--- src/rtl/rv_iopmp_cfg_loader.sv ---
// rtl/rv_iopmp_cfg_loader.sv - boot-time IOPMP register programmer
// Walks a {addr, data, mask} ROM, writes each register and optionally verifies it.
module rv_iopmp_cfg_loader #(
  parameter int REG_ADDR_WIDTH = 32,
  parameter int REG_DATA_WIDTH = 32,
  parameter int NUM_RECORDS    = 16,
  parameter int VERIFY_EN      = 1,
  parameter int MAX_RETRIES    = 2
) (
  input  logic                              clk_i,
  input  logic                              rst_ni,
  input  logic                              start_i,
  input  logic [$clog2(NUM_RECORDS):0]      num_records_i,
  output logic                              rom_req_o,
  output logic [$clog2(NUM_RECORDS)-1:0]    rom_idx_o,
  input  logic [REG_ADDR_WIDTH-1:0]         rom_addr_i,
  input  logic [REG_DATA_WIDTH-1:0]         rom_data_i,
  input  logic [REG_DATA_WIDTH-1:0]         rom_mask_i,
  output logic                              reg_valid_o,
  output logic                              reg_write_o,
  output logic [REG_ADDR_WIDTH-1:0]         reg_addr_o,
  output logic [REG_DATA_WIDTH-1:0]         reg_wdata_o,
  output logic [REG_DATA_WIDTH/8-1:0]       reg_wstrb_o,
  input  logic                              reg_ready_i,
  input  logic [REG_DATA_WIDTH-1:0]         reg_rdata_i,
  input  logic                              reg_error_i,
  output logic                              busy_o,
  output logic                              done_o,
  output logic                              error_o,
  output logic [1:0]                        err_code_o,
  output logic [$clog2(NUM_RECORDS)-1:0]    err_idx_o,
  output logic [$clog2(NUM_RECORDS):0]      writes_o
);

  localparam int CW = $clog2(NUM_RECORDS);
  localparam int RW = (MAX_RETRIES > 0) ? $clog2(MAX_RETRIES + 1) : 1;
  localparam logic [CW:0]   NREC    = (CW+1)'(NUM_RECORDS);
  localparam logic [CW:0]   CNT_ONE = (CW+1)'(1);
  localparam logic [RW-1:0] RMAX    = RW'(MAX_RETRIES);
  localparam logic [RW-1:0] RTR_ONE = RW'(1);

  localparam logic [2:0] S_IDLE  = 3'd0;
  localparam logic [2:0] S_FETCH = 3'd1;
  localparam logic [2:0] S_LATCH = 3'd2;
  localparam logic [2:0] S_WRITE = 3'd3;
  localparam logic [2:0] S_READ  = 3'd4;
  localparam logic [2:0] S_CHECK = 3'd5;
  localparam logic [2:0] S_DONE  = 3'd6;
  localparam logic [2:0] S_ERROR = 3'd7;

  logic [2:0]                state;
  logic [CW:0]               idx;
  logic [CW:0]               num_lat;
  logic [RW-1:0]             retry;
  logic [REG_ADDR_WIDTH-1:0] addr_q;
  logic [REG_DATA_WIDTH-1:0] data_q;
  logic [REG_DATA_WIDTH-1:0] mask_q;
  logic [REG_DATA_WIDTH-1:0] rdata_q;
  logic                      at_bound;
  logic                      verify_ok;

  // idx only ever reaches the bound, never past it, so it cannot wrap
  assign at_bound  = (idx == num_lat) || (idx == NREC);
  assign verify_ok = ((rdata_q ^ data_q) & mask_q) == '0;

  assign rom_req_o   = (state == S_FETCH) && !at_bound;
  assign rom_idx_o   = idx[CW-1:0];
  assign reg_valid_o = (state == S_WRITE) || (state == S_READ);
  assign reg_write_o = (state == S_WRITE);
  assign reg_addr_o  = addr_q;
  assign reg_wdata_o = data_q;
  assign reg_wstrb_o = '1;
  assign busy_o      = (state == S_FETCH) || (state == S_LATCH) || (state == S_WRITE) ||
                       (state == S_READ)  || (state == S_CHECK);

  always_ff @(posedge clk_i or negedge rst_ni) begin
    if (!rst_ni) begin
      state      <= S_IDLE;
      idx        <= '0;
      num_lat    <= '0;
      retry      <= '0;
      addr_q     <= '0;
      data_q     <= '0;
      mask_q     <= '0;
      rdata_q    <= '0;
      done_o     <= 1'b0;
      error_o    <= 1'b0;
      err_code_o <= 2'b00;
      err_idx_o  <= '0;
      writes_o   <= '0;
    end else begin
      case (state)
        S_IDLE, S_DONE, S_ERROR: begin
          if (start_i) begin
            state      <= S_FETCH;
            done_o     <= 1'b0;
            error_o    <= 1'b0;
            err_code_o <= 2'b00;
            err_idx_o  <= '0;
            writes_o   <= '0;
            idx        <= '0;
            retry      <= '0;
            num_lat    <= num_records_i;
          end
        end
        S_FETCH: begin
          if (at_bound) begin
            state  <= S_DONE;
            done_o <= 1'b1;
          end else begin
            state <= S_LATCH;
          end
        end
        S_LATCH: begin
          addr_q <= rom_addr_i;
          data_q <= rom_data_i;
          mask_q <= rom_mask_i;
          // an all-ones address marks the end of the table
          if (&rom_addr_i) begin
            state  <= S_DONE;
            done_o <= 1'b1;
          end else begin
            state <= S_WRITE;
          end
        end
        S_WRITE: begin
          if (reg_ready_i) begin
            if (reg_error_i) begin
              state      <= S_ERROR;
              error_o    <= 1'b1;
              err_code_o <= 2'b01;
              err_idx_o  <= idx[CW-1:0];
            end else begin
              if (writes_o != '1) writes_o <= writes_o + CNT_ONE;
              if (VERIFY_EN != 0) begin
                state <= S_READ;
              end else begin
                idx   <= idx + CNT_ONE;
                state <= S_FETCH;
              end
            end
          end
        end
        S_READ: begin
          if (reg_ready_i) begin
            if (reg_error_i) begin
              state      <= S_ERROR;
              error_o    <= 1'b1;
              err_code_o <= 2'b10;
              err_idx_o  <= idx[CW-1:0];
            end else begin
              rdata_q <= reg_rdata_i;
              state   <= S_CHECK;
            end
          end
        end
        S_CHECK: begin
          if (verify_ok) begin
            retry <= '0;
            idx   <= idx + CNT_ONE;
            state <= S_FETCH;
          end else if (retry < RMAX) begin
            retry <= retry + RTR_ONE;
            state <= S_WRITE;
          end else begin
            state      <= S_ERROR;
            error_o    <= 1'b1;
            err_code_o <= 2'b11;
            err_idx_o  <= idx[CW-1:0];
          end
        end
        default: state <= S_IDLE;
      endcase
    end
  end

endmodule

--- config.mk ---
export PLATFORM = sky130hd
export DESIGN_NAME = rv_iopmp_cfg_loader
export DESIGN_NICKNAME = d
export VERILOG_FILES = /design/src/rtl/rv_iopmp_cfg_loader.sv
export SDC_FILE = /design/constraint.sdc
export NUM_CORES = 1
export LEC_CHECK = 0
export CORE_MARGIN = 8
export CORE_UTILIZATION = 50
export CTS_BUF_LIST = sky130_fd_sc_hd__clkbuf_16
export DETAILED_ROUTE_END_ITERATION = 10
export PLACE_DENSITY = 0.83
export SYNTH_ARGS = -nofsm -noshare
export SYNTH_HDL_FRONTEND = slang
export SYNTH_SLANG_ARGS = --single-unit
export TNS_END_PERCENT = 20
--- constraint.sdc ---
create_clock -name clk_i -period 6.14 [get_ports clk_i]
set_input_delay 1.228 -clock clk_i [delete_from_list [all_inputs] [get_ports clk_i]]
set_output_delay 1.228 -clock clk_i [all_outputs]
set_load 0.005 [all_outputs]
Yosys cells after proc, flatten, opt, wreduce, memory -nomap -nowiden
Cells that the tools add are included.
{"block": "word_totals", "regBits": 156, "out_inout_bits": 89, "wordCells": 115}
{"block": "classes", "addsub": 3, "n_lt_le_gt_ge": 1, "eq_ne": 25, "n_mux": 43, "n_bitwise": 3, "n_reduce_logical": 27}
{"operator": "32-bit bitwise AND", "n": 1}
{"operator": "32-bit zero test", "n": 1}
{"operator": "32-bit AND reduction", "n": 1}
{"operator": "32-bit XOR", "n": 1}
{"operator": "5-bit two-way mux", "n": 5}
{"operator": "2-bit two-way mux", "n": 11}
{"operator": "3-bit two-way mux", "n": 7}
{"operator": "4-bit two-way mux", "n": 5}
{"operator": "5-bit case mux with 2 select lines", "n": 2}
{"operator": "3-bit case mux with 6 select lines", "n": 1}
{"operator": "2-bit inequality test (second input constant)", "n": 8}
{"operator": "3-bit == test (second input constant)", "n": 4}
{"operator": "2-bit by 1-bit inequality test with 1-bit output (second input constant)", "n": 6}
{"operator": "4-bit case mux with 3 select lines", "n": 1}
{"operator": "3-bit AND reduction", "n": 4}
{"operator": "5-bit by 1-bit adder with 5-bit output (second input constant)", "n": 2}
{"operator": "2-bit case mux with 4 select lines", "n": 1}
{"operator": "8-bit AND reduction", "n": 1}
{"operator": "1-bit two-way mux", "n": 7}
{"operator": "3-bit by 2-bit == test with 1-bit output (second input constant)", "n": 2}
{"operator": "1-bit logical OR", "n": 6}
{"operator": "1-bit case mux with 3 select lines", "n": 2}
{"operator": "6-bit AND reduction", "n": 1}
{"operator": "3-bit nonzero test", "n": 2}
{"operator": "other kinds (19)", "n": 20}

Logic depth before layout (Yosys ltp)
Gate-level depths: netlist of the first run.
{"block": "depth", "depth_word": 5, "ltp_mapped": 7, "depth_no_buf": 7}

Worst setup path before layout of the first run
No wires, ideal clock.
{"block": "synth_timing", "path_type": "input-to-reg", "start": "input start_i", "end": "register err_code_o[1]", "arrival_time_ps": 2419, "setup_slack_ps": 3594, "stages": 6, "n_path_buf": 0, "path_cell_list": "or3b_2 o211ai_1 o21a_1 o21a_1 o21ai_2 mux2_1"}
{"block": "synth_via", "elab_chain_len": 2}
{"item": "from (decl)", "line_no": "12", "text": "input logic start_i,"}
{"item": "2-bit inequality test (no line)"}
{"item": "8-bit AND reduction (no line)"}
{"item": "to (signal assigned)", "line_no": "88", "text": "err_code_o <= 2'b00;"}
{"item": "to (signal assigned)", "line_no": "98", "text": "err_code_o <= 2'b00;"}
{"item": "to (signal assigned)", "line_no": "131", "text": "err_code_o <= 2'b01;"}
{"item": "to (decl)", "line_no": "30", "text": "output logic [1:0] err_code_o,"}
No other way between the ends.
A chain may end at the register's enable or synchronous reset.

Final worst setup path of the first run
{"block": "layout_timing", "start": "register idx[2]", "end": "output rom_req_o"}
{"block": "layout_via", "elab_chain_len": 4, "word_cells_on_any_way": 5, "classes_between": "eq/ne (2); reduce/logical (3)"}
{"item": "from (decl)", "line_no": "52", "text": "logic [CW:0] idx;"}
{"item": "from (signal assigned)", "line_no": "138", "text": "idx <= idx + CNT_ONE;"}
{"item": "from (signal assigned)", "line_no": "160", "text": "idx <= idx + CNT_ONE;"}
{"item": "5-bit == test", "line_no": "63", "text": "assign at_bound = (idx == num_lat) || (idx == NREC);"}
{"item": "1-bit logical OR (*)", "line_no": "63"}
{"item": "1-bit zero test (*)", "line_no": "66", "text": "assign rom_req_o = (state == S_FETCH) && !at_bound;"}
{"item": "1-bit logical AND (*)", "line_no": "66"}
{"item": "to (decl)", "line_no": "14", "text": "output logic rom_req_o,"}
Every way passes the cells marked *; elsewhere a longest branch is shown, timed or not.

==> results of run 1 <==
-- cell usage in the layout (no fill, tap or decap), drive strengths merged, types with 9 or more instances in the layout --
cell           synthesis  layout
nor2                  16      16
nand4                 14      14
clkdlybuf4s50          0     221
mux2                 130     130
nand2                 24      24
inv                   12      13
clkbuf                15      17
a22oi                 17      17
xor2                  36      36
a21oi                 13      13
o21ai                  9       9
dfrtp                156     156
clkinv                 0      10
-- worst paths after layout --
path,from,endpoint,slack [ns],cells past startpoint
worst max-delay path,idx[2]$_DFFE_PN0P_,rom_req_o,2.61,5
worst min-delay path,error_o$_DFFE_PN0P_,error_o$_DFFE_PN0P_,0.48,1
worst max register to register,state[0]$_DFFE_PN0P_,reg_wdata_o[18]$_DFFE_PN0P_,3.33,4
worst min register to register,error_o$_DFFE_PN0P_,error_o$_DFFE_PN0P_,0.48,1
max in group asynchronous,rst_ni,mask_q[24]$_DFFE_PN0P_,3.93,2
min in group asynchronous,rst_ni,reg_wdata_o[27]$_DFFE_PN0P_,0.88,1
-- through the flow --
stage | setup WS, ns | hold WS (ns)
2_1_floorplan | 3.59 | 0.465
3_3_place_gp | 2.83 | 0.477
3_5_place_dp | 2.70 | 0.469
4_1_cts | 2.63 | 0.487
5_1_grt | 2.47 | 0.506
6_report | 2.61 | 0.484
-- logic make-up (layout without fill, tap and decap cells) --
logic type                 Yosys count  count (layout)
adders and majority gates            5               5
DFF                                156             156
AOI/OAI and AO/OA                   66              66
and+or+nand+nor                     79              79
other                                1               4
xor gates and xnor gates            39              39
muxes                              132             132
buffers and inverters               41             270
-- routing by layer --
layer | wire length (microns) | vias up | part of all wire (%)
li1 | - | 2292 | -
met1 | 7430 | 2510 | 41
met2 | 8810 | 208 | 48
met3 | 1640 | 27 | 9.0
met4 | 297 | 2 | 1.6
met5 | 12 | - | 0.066
-- cell type report --
type	instances	area, sq um
Tap cell	176	220
Timing Repair Buffer	226	2250
Clock inverter	15	109
Inverter	12	45.0
Sequential cell	156	3900
Clock buffer	17	425
Multi-Input combinational cell	325	2780
Fill cell	857	3560
-- registers in the layout, summed over array words and instances, names as in the netlist --
signal	flops
idx	5
writes_o	5
reg_addr_o	32
done_o	1
state	3
retry	2
error_o	1
num_lat	5
err_idx_o	4
err_code_o	2
mask_q	32
rdata_q	32
reg_wdata_o	32
-- power by group --
group          switching [mW]  leakage [nW]  internal (mW)
combinational           0.722          2.00           1.17
sequential              0.360          1.93           1.50
clock                   0.409         0.260          0.547
==> out/metrics.yaml, run 1 <==
sta:
  clock_skew_ns: 0.0104
  finalSetupViolCount: 0
  drv_slew: 0
  worst_pin_slew_ns: 1.07
  min_period_ns: 3.53
  finalHoldViolations: 0
  maxSlewHeadroom_pct: 27.9
  fin_crit_sh_pct: 57.5
  setup_tns_ns: 0
  fmax_mhz: 283
  rsz0062_at_grt: "no"
global_route:
  antenna_found_initial: 1
  grtUsageMet2_pct: 34.4
  grt_util_met3_pct: 8.80
  grt_first_pass_wirelength_microns: 29700
  top_usage_layer: "met2"
  grt_util_met1_pct: 24.3
  grt_usage_pct: 21.0
  grt-ovfl-total: 0
  grt_max_degree: 102
  grt_pass1_vias: 5542
clock_network:
  clk_latency_ns: 0.42
  cts_setup_buffers: 0
  cts_buffers: 17
  cts_buffer_depth: 2
  ctsResizeCount: 0
  htreeDepth: 4
  clk_pin_slew_ns: 0.06
  cts_root_buf: "clkbuf_16"
  cts_tree: "done"
  cts_hold_buf: 0
  clock-sinks: 156
placement:
  placed_cells: 895
  placed_area_sq_mm: 0.00921
  gp_congestion: 0.901
  place_hpwl_microns: 13600
  io_buffers: 222
worst_setup_path:
  worstPathArrival_ns: 2.30
  worstSetupPathType: "register to output pin"
  critPathLaunchType: "register"
  cp_top_family: "compound AO/OA/AOI/OAI gates"
  required_ns: 4.91
  slowest_delay_ns: 0.53
  cp_slowest_cell: "o31ai_1"
  critPathCaptureType: "output pin"
  worstPathCellList: "xnor2_1 -> nand3_1 -> o31ai_1 -> nor3_1 -> clkdlybuf4s50_1"
  worstPathMaxFanout: 8
  crit_buf_inv: 1
worst_hold_path:
  hp-class: "register to register"
synth:
  synth-adder-area-share_pct: 0.913
  netlist_instances: 519
  synth_top_family_by_area: "multiplexers"
  ys_top_cells_by_count: "dfrtp_1, mux2_2, xor2_1"
  synth_warnings: 0
  ys_ff_latch: 156
  async_reset_ff_share_pct: 100
  synthSimpleGateAreaFrac_pct: 5.91
  synth_edf_count: 0
  ys_seq_area_share_pct: 56.9
  synthXorXnorAreaFrac_pct: 4.98
  synth_compound_area_share_pct: 6.81
  synth_most_common_cell: "dfrtp_1"
  avgSynthCellArea_sq_um: 13.2
  synth_area_leaders: "dfrtp_1, mux2_2, xor2_1, a22oi_1, nand2_1"
  synthFlopType: "dfrtp_1"
  synth_top_area_share_pct: 56.9
  synth_area_sq_mm: 0.00686
  synth_cell_type_count: 50
  synth.area.mux_share_pct: 21.6
  synth_top_cell_by_area: "dfrtp_1"
run:
  cap_violations: 0
drt:
  drc: 0
  final_antenna_net_count: 0
  vias: 5039
  viasPerCell: 5.44
  drt-initial-drc-count: 474
  wire_per_inst_microns: 19.6
  routed_wl_microns: 18200
  drt_first_pass_iters: 5
pwr:
  p_leak_nw: 4.19
  finalPower_mw: 4.71
  peakVddDrop_mv: 0.275
  powerDensity_mw_per_mm2: 484
layout:
  fin_area_sq_mm: 0.00974
  utilization_pct: 73.3
  drive_above_1_share_pct: 22.0
  instances_no_fill: 927
  fin_nets: 881
  layout-area-overhead-vs-synth_pct: 42.1
  n_antenna_cell: 0
floorplan:
  placementRows: 42
  die_w_microns: 133
  initial_core_util_pct: 51.6
  die_y_microns: 133
  core_sq_mm: 0.0133
  io_pins: 227
  dieArea_sq_mm: 0.0177
status:
  status: "finished clean"
No activity file was read; power rests on OpenSTA's default activity.
==> inputs of run 2 (changes only) <==
--- a/config.mk
+++ b/config.mk
@@ -6,10 +6,10 @@
 export NUM_CORES = 1
 export LEC_CHECK = 0
 export CORE_MARGIN = 8
-export CORE_UTILIZATION = 50
+export CORE_UTILIZATION = 46
 export CTS_BUF_LIST = sky130_fd_sc_hd__clkbuf_16
 export DETAILED_ROUTE_END_ITERATION = 10
-export PLACE_DENSITY = 0.83
+export PLACE_DENSITY = 0.77
 export SYNTH_ARGS = -nofsm -noshare
 export SYNTH_HDL_FRONTEND = slang
 export SYNTH_SLANG_ARGS = --single-unit
==> constraint.sdc (replaced) <==
create_clock -name clk_i -period 3.7 [get_ports clk_i]
set_input_delay 0.74 -clock clk_i [delete_from_list [all_inputs] [get_ports clk_i]]
set_output_delay 0.74 -clock clk_i [all_outputs]
set_load 0.005 [all_outputs]
==> run 2 against run 1 <==
  * Cell count grew 0.86%
  * Final area grew 0.40%
  * Sequential power up 66%
  * First-iteration DRC count is 33% lower
  * Global-route usage down 2.0 points
  * Power up 66%
  * Die area up 7.6%
==> out/metrics.yaml, run 2 (synthesis gave the netlist of run 1 again) <==
status:
  status: "finished clean"
floorplan:
  dieArea_sq_mm: 0.0191
  placementRows: 44
  io_pins: 227
  initial_core_util_pct: 47.2
  die_w_microns: 138
  core_sq_mm: 0.0145
  die_y_microns: 138
sta:
  rsz0062_at_grt: "no"
  finalHoldWorstSlack_ns: 0.292
  finalHoldViolations: 0
  drv_slew: 0
  clock_skew_ns: 0.0118
  maxSlewHeadroom_pct: 29.7
  timing.final.ws_setup_ns: 0.664
  min_period_ns: 3.04
  fin_crit_sh_pct: 82.1
  setup_tns_ns: 0
  worst_pin_slew_ns: 1.04
  fmax_mhz: 329
  finalSetupViolCount: 0
pwr:
  p_int_mw: 5.41
  powerDensity_mw_per_mm2: 801
  finalPower_mw: 7.83
  clkPwrFrac_pct: 20.6
  seqPwrFrac_pct: 39.3
  p_comb_share_pct: 40.0
  power.switching_mw: 2.42
  peakVddDrop_mv: 0.403
  p_leak_nw: 4.21
  sw_frac_of_total_pct: 30.9
worst_setup_path:
  worstPathMaxFanout: 8
  slowest_delay_ns: 0.52
  worstPathArrival_ns: 2.30
  critPathCaptureType: "output pin"
  worstPathCellList: "xnor2_1 -> nand3_1 -> o31ai_1 -> nor3_1 -> clkdlybuf4s50_1"
  worstSetupPathType: "register to output pin"
  r2r_setup_slack_ns: 1.15
  required_ns: 2.96
  critPathLaunchType: "register"
  cp_slowest_cell: "o31ai_1"
clock_network:
  cts_hold_buf: 0
  cts_tree: "done"
  cts_root_buf: "clkbuf_16"
  cts_buffer_depth: 2
  clk_pin_slew_ns: 0.06
  ctsResizeCount: 0
  clk_latency_ns: 0.42
  cts_setup_buffers: 0
  cts_buffers: 17
  clock-sinks: 156
  htreeDepth: 4
drt:
  drt-initial-drc-count: 316
  routed_wl_microns: 18100
  drc: 0
  viasPerCell: 5.30
  wire_per_inst_microns: 19.4
  vias: 4960
  drt_first_pass_iters: 4
  final_antenna_net_count: 0
placement:
  gp_congestion: 0.958
  place_hpwl_microns: 13600
  dp_slack_ns: 0.759
  placed_cells: 904
  io_buffers: 222
layout:
  register_area_sq_mm: 0.00390
  fin_nets: 882
  layout-area-overhead-vs-synth_pct: 42.6
  n_antenna_cell: 0
  final_common_cell: "clkdlybuf4s50_1"
  multi_input_area_sq_mm: 0.00278
  fillers: 1063
  instances_no_fill: 935
  final_cell_mix: "clkdlybuf4s50_1, dfrtp_1, mux2_2"
  drive_above_1_share_pct: 21.6
global_route:
  grt_max_degree: 95
  antenna_found_initial: 0
  grt_pass1_vias: 5568
  grt-ovfl-total: 0
  grt_first_pass_wirelength_microns: 29500
  grt_usage_pct: 19.0
run:
  cap_violations: 0
worst_hold_path:
  hp-class: "input pin to asynchronous set/reset pin"
==> run 2: cell count changes in the layout (fill, tap and decap cells not counted) <==
cell | previous run | this run
clkinv_1 | 4 | 2
buf_12 | 0 | 1
clkinv_4 | 2 | 0
bufinv_16 | 1 | 2
inv_1 | 12 | 17
clkinv_2 | 4 | 1
==> run 2: per-layer routing <==
metal	wire length, microns	track usage (%)	up-vias
li1	-	-	2297
met1	7690	22.7	2440
met5	0	0	-
met4	330	6.69	0
met2	8450	29.9	203
met3	1650	8.49	20
==> run 2: per-stage QoR <==
stage          instance area [sq um]  utilization (%)
3_3_place_gp                    9240             63.5
2_1_floorplan                   6870                -
3_5_place_dp                    9240             63.5
6_report                        9780             67.3
4_1_cts                         9780             67.3
5_1_grt                         9780             67.3
==> run 2: layout make-up <==
type,count,area share (%)
sequential,156,39.9
tap,184,2.35
clock inverter,14,1.20
clock buffer,17,4.35
timing repair buffer,227,23.3
inverter,12,0.461
multi-input combinational,325,28.5
==> run 2: worst paths after layout <==
kind                                        startpoint  cells after the start                          end
setup / recovery                    idx[2]$_DFFE_PN0P_                      5                    rom_req_o
hold reg to reg                    error_o$_DFFE_PN0P_                      1          error_o$_DFFE_PN0P_
setup reg to reg           reg_wdata_o[23]$_DFFE_PN0P_                      6           idx[0]$_DFFE_PN0P_
min in group clk_i                 error_o$_DFFE_PN0P_                      1          error_o$_DFFE_PN0P_
max in group asynchronous                       rst_ni                      2       mask_q[30]$_DFFE_PN0P_
hold / removal                                  rst_ni                      1  reg_wdata_o[21]$_DFFE_PN0P_
==> run 2: critical path, delay by kind of cell, from the launching register on <==
family	cells	cell delay (ns)
flops	1	0.48
simple gates	2	0.22
buf+inv	1	0.48
compound gates	1	0.52
xor+xnor	1	0.19
==> run 2: power by group through the flow <==
stage	clock, mW	combinational (mW)	sequential (mW)
CTS	1.66	3.20	3.09
detailed placement	0	3.17	3.11
floorplan	0	1.76	2.98
global placement	0	3.10	3.06
finish	1.62	3.14	3.08
global route	1.73	3.40	3.19
==> inputs of run 3 (changes only) <==
--- a/config.mk
+++ b/config.mk
@@ -6,10 +6,10 @@
 export NUM_CORES = 1
 export LEC_CHECK = 0
 export CORE_MARGIN = 8
-export CORE_UTILIZATION = 46
+export CORE_UTILIZATION = 42
 export CTS_BUF_LIST = sky130_fd_sc_hd__clkbuf_16
 export DETAILED_ROUTE_END_ITERATION = 10
-export PLACE_DENSITY = 0.77
+export PLACE_DENSITY = 0.74
 export SYNTH_ARGS = -nofsm -noshare
 export SYNTH_HDL_FRONTEND = slang
 export SYNTH_SLANG_ARGS = --single-unit
==> constraint.sdc (replaced) <==
create_clock -name clk_i -period 2.6 [get_ports clk_i]
set_input_delay 0.52 -clock clk_i [delete_from_list [all_inputs] [get_ports clk_i]]
set_output_delay 0.52 -clock clk_i [all_outputs]
set_load 0.005 [all_outputs]
==> run 3 against run 2 <==
  * Clock skew is 0.0047 ns lower
  * Cell count is 4.8% higher
  * Critical path depth is 1 lower
  * Clock power is 57% higher
  * Critical path type unchanged
  * Largest cell class unchanged
  * Largest power group unchanged
==> out/metrics.yaml, run 3 (synthesis gave the netlist of run 1 again) <==
run:
  cap_violations: 0
worst_setup_path:
  critPathCaptureType: "output pin"
  cp_slowest_cell: "clkdlybuf4s50_1"
  worstPathArrival_ns: 1.93
  slowest_delay_ns: 0.55
  cp_top_family: "buffers and inverters"
  critPathLaunchType: "register"
  worstPathCellList: "inv_2 -> nand3_1 -> o21ai_0 -> clkdlybuf4s50_1"
  worstPathMaxFanout: 11
  crit_buf_inv: 2
  r2r_setup_slack_ns: 0.16
  worstSetupPathType: "register to output pin"
  required_ns: 2.08
placement:
  io_buffers: 222
  dp_slack_ns: 0.135
  gp_congestion: 0.867
  placed_cells: 946
  placed_area_sq_mm: 0.00939
  place_hpwl_microns: 14000
floorplan:
  placementRows: 46
  die_w_microns: 144
  core_sq_mm: 0.0159
  die_y_microns: 144
  io_pins: 227
  initial_core_util_pct: 43.0
  dieArea_sq_mm: 0.0207
clock_network:
  cts_root_buf: "clkbuf_16"
  cts_buffer_depth: 2
  clk_pin_slew_ns: 0.06
  cts_tree: "done"
  htreeDepth: 4
  clock-sinks: 156
  cts_buffers: 17
  clk_latency_ns: 0.42
global_route:
  grt_first_pass_wirelength_microns: 29800
  grt_usage_pct: 18.8
  antenna_found_initial: 2
  grt_pass1_vias: 5534
  grt_max_degree: 97
  grt-ovfl-total: 0
sta:
  setup_tns_ns: 0
  maxSlewHeadroom_pct: 60.5
  finalHoldViolations: 0
  timing.final.ws_setup_ns: 0.147
  clock_skew_ns: 0.00714
  drv_slew: 0
  fmax_mhz: 408
  worst_pin_slew_ns: 0.593
  min_period_ns: 2.45
  rsz0062_at_grt: "no"
  fin_crit_sh_pct: 94.4
  finalSetupViolCount: 0
layout:
  n_antenna_cell: 0
  fin_nets: 894
  fin_area_sq_mm: 0.0100
  final_cell_mix: "clkdlybuf4s50_1, dfrtp_1, mux2_2"
  utilization_pct: 62.8
  layout-area-overhead-vs-synth_pct: 46.1
  drive_above_1_share_pct: 24.3
  final_common_cell: "clkdlybuf4s50_1"
  instances_no_fill: 980
drt:
  drt_first_pass_iters: 4
  drc: 0
  drt-initial-drc-count: 274
  vias: 5081
  wire_per_inst_microns: 19.2
  final_antenna_net_count: 0
  viasPerCell: 5.18
  routed_wl_microns: 18800
worst_hold_path:
  hp-class: "input pin to asynchronous set/reset pin"
pwr:
  sw_frac_of_total_pct: 30.6
  power.switching_mw: 3.51
  peakVddDrop_mv: 0.558
  powerDensity_mw_per_mm2: 1140
  p_comb_share_pct: 39.6
  p_int_mw: 7.95
  seqPwrFrac_pct: 38.2
  clkPwrFrac_pct: 22.2
  p_leak_nw: 4.31
status:
  status: "finished clean"
-- run 3: cell count changes in the layout (fill, tap and decap cells not counted), moves of 2 or more --
cell | previous run | this run
dfrtp_2 | 0 | 4
inv_2 | 1 | 3
buf_4 | 4 | 13
bufinv_16 | 2 | 4
clkinvlp_4 | 3 | 1
dfrtp_1 | 156 | 152
clkinv_2 | 1 | 4
buf_12 | 1 | 4
inv_1 | 17 | 11
-- run 3: layout make-up --
cell class                 count  area [sq um]
sequential                   156          3910
clock inverter                15           180
tap                          216           270
fill                        1225          5930
inverter                      12          45.0
timing repair buffer         239          2400
clock buffer                  17           425
multi-input combinational    325          2780
-- run 3: layer usage --
metal  GRT usage, %  vias to the layer above  wire length, microns
li1               -                     2331                     -
met1           21.1                     2499                  7260
met2           31.2                      220                  9200
met3           8.96                       27                  2070
met4           5.48                        4                   261
met5              0                        -                    28
-- run 3: final timing paths --
check | from | to | cells after the start
min in group clk_i | error_o$_DFFE_PN0P_ | error_o$_DFFE_PN0P_ | 1
setup reg to reg | reg_wdata_o[30]$_DFFE_PN0P_ | idx[2]$_DFFE_PN0P_ | 6
hold reg to reg | error_o$_DFFE_PN0P_ | error_o$_DFFE_PN0P_ | 1
setup / recovery | state[2]$_DFFE_PN0P_ | reg_valid_o | 4
hold / removal | rst_ni | rdata_q[21]$_DFFE_PN0P_ | 1
max in group asynchronous | rst_ni | mask_q[0]$_DFFE_PN0P_ | 2
-- run 3: power by group through the flow --
stage,registers (mW),clock network (mW),logic [mW]
final,4.38,2.54,4.54
after global routing,4.54,2.71,4.94
after CTS,4.38,2.60,4.62
after detailed placement,4.41,0,4.60
after global placement,4.33,0,4.48
after floorplan,4.23,0,2.50
-- run 3: what timing repair did --
| item | 4_1_cts | 5_1_grt |
|---|---|---|
| gates resized for setup | 3 | 4 |
| setup buffers | 2 | 0 |
| setup endpoints to repair | 2 | 2 |
| hold buffers | 0 | 0 |
-- run 3: through the flow --
stage	hold WS [ns]	power, mW
after floorplan	0.224	6.74
after global placement	0.480	8.81
after detailed placement	0.469	9.00
after CTS	0.0571	11.6
after global routing	0.0647	12.2
final	0.0447	11.5
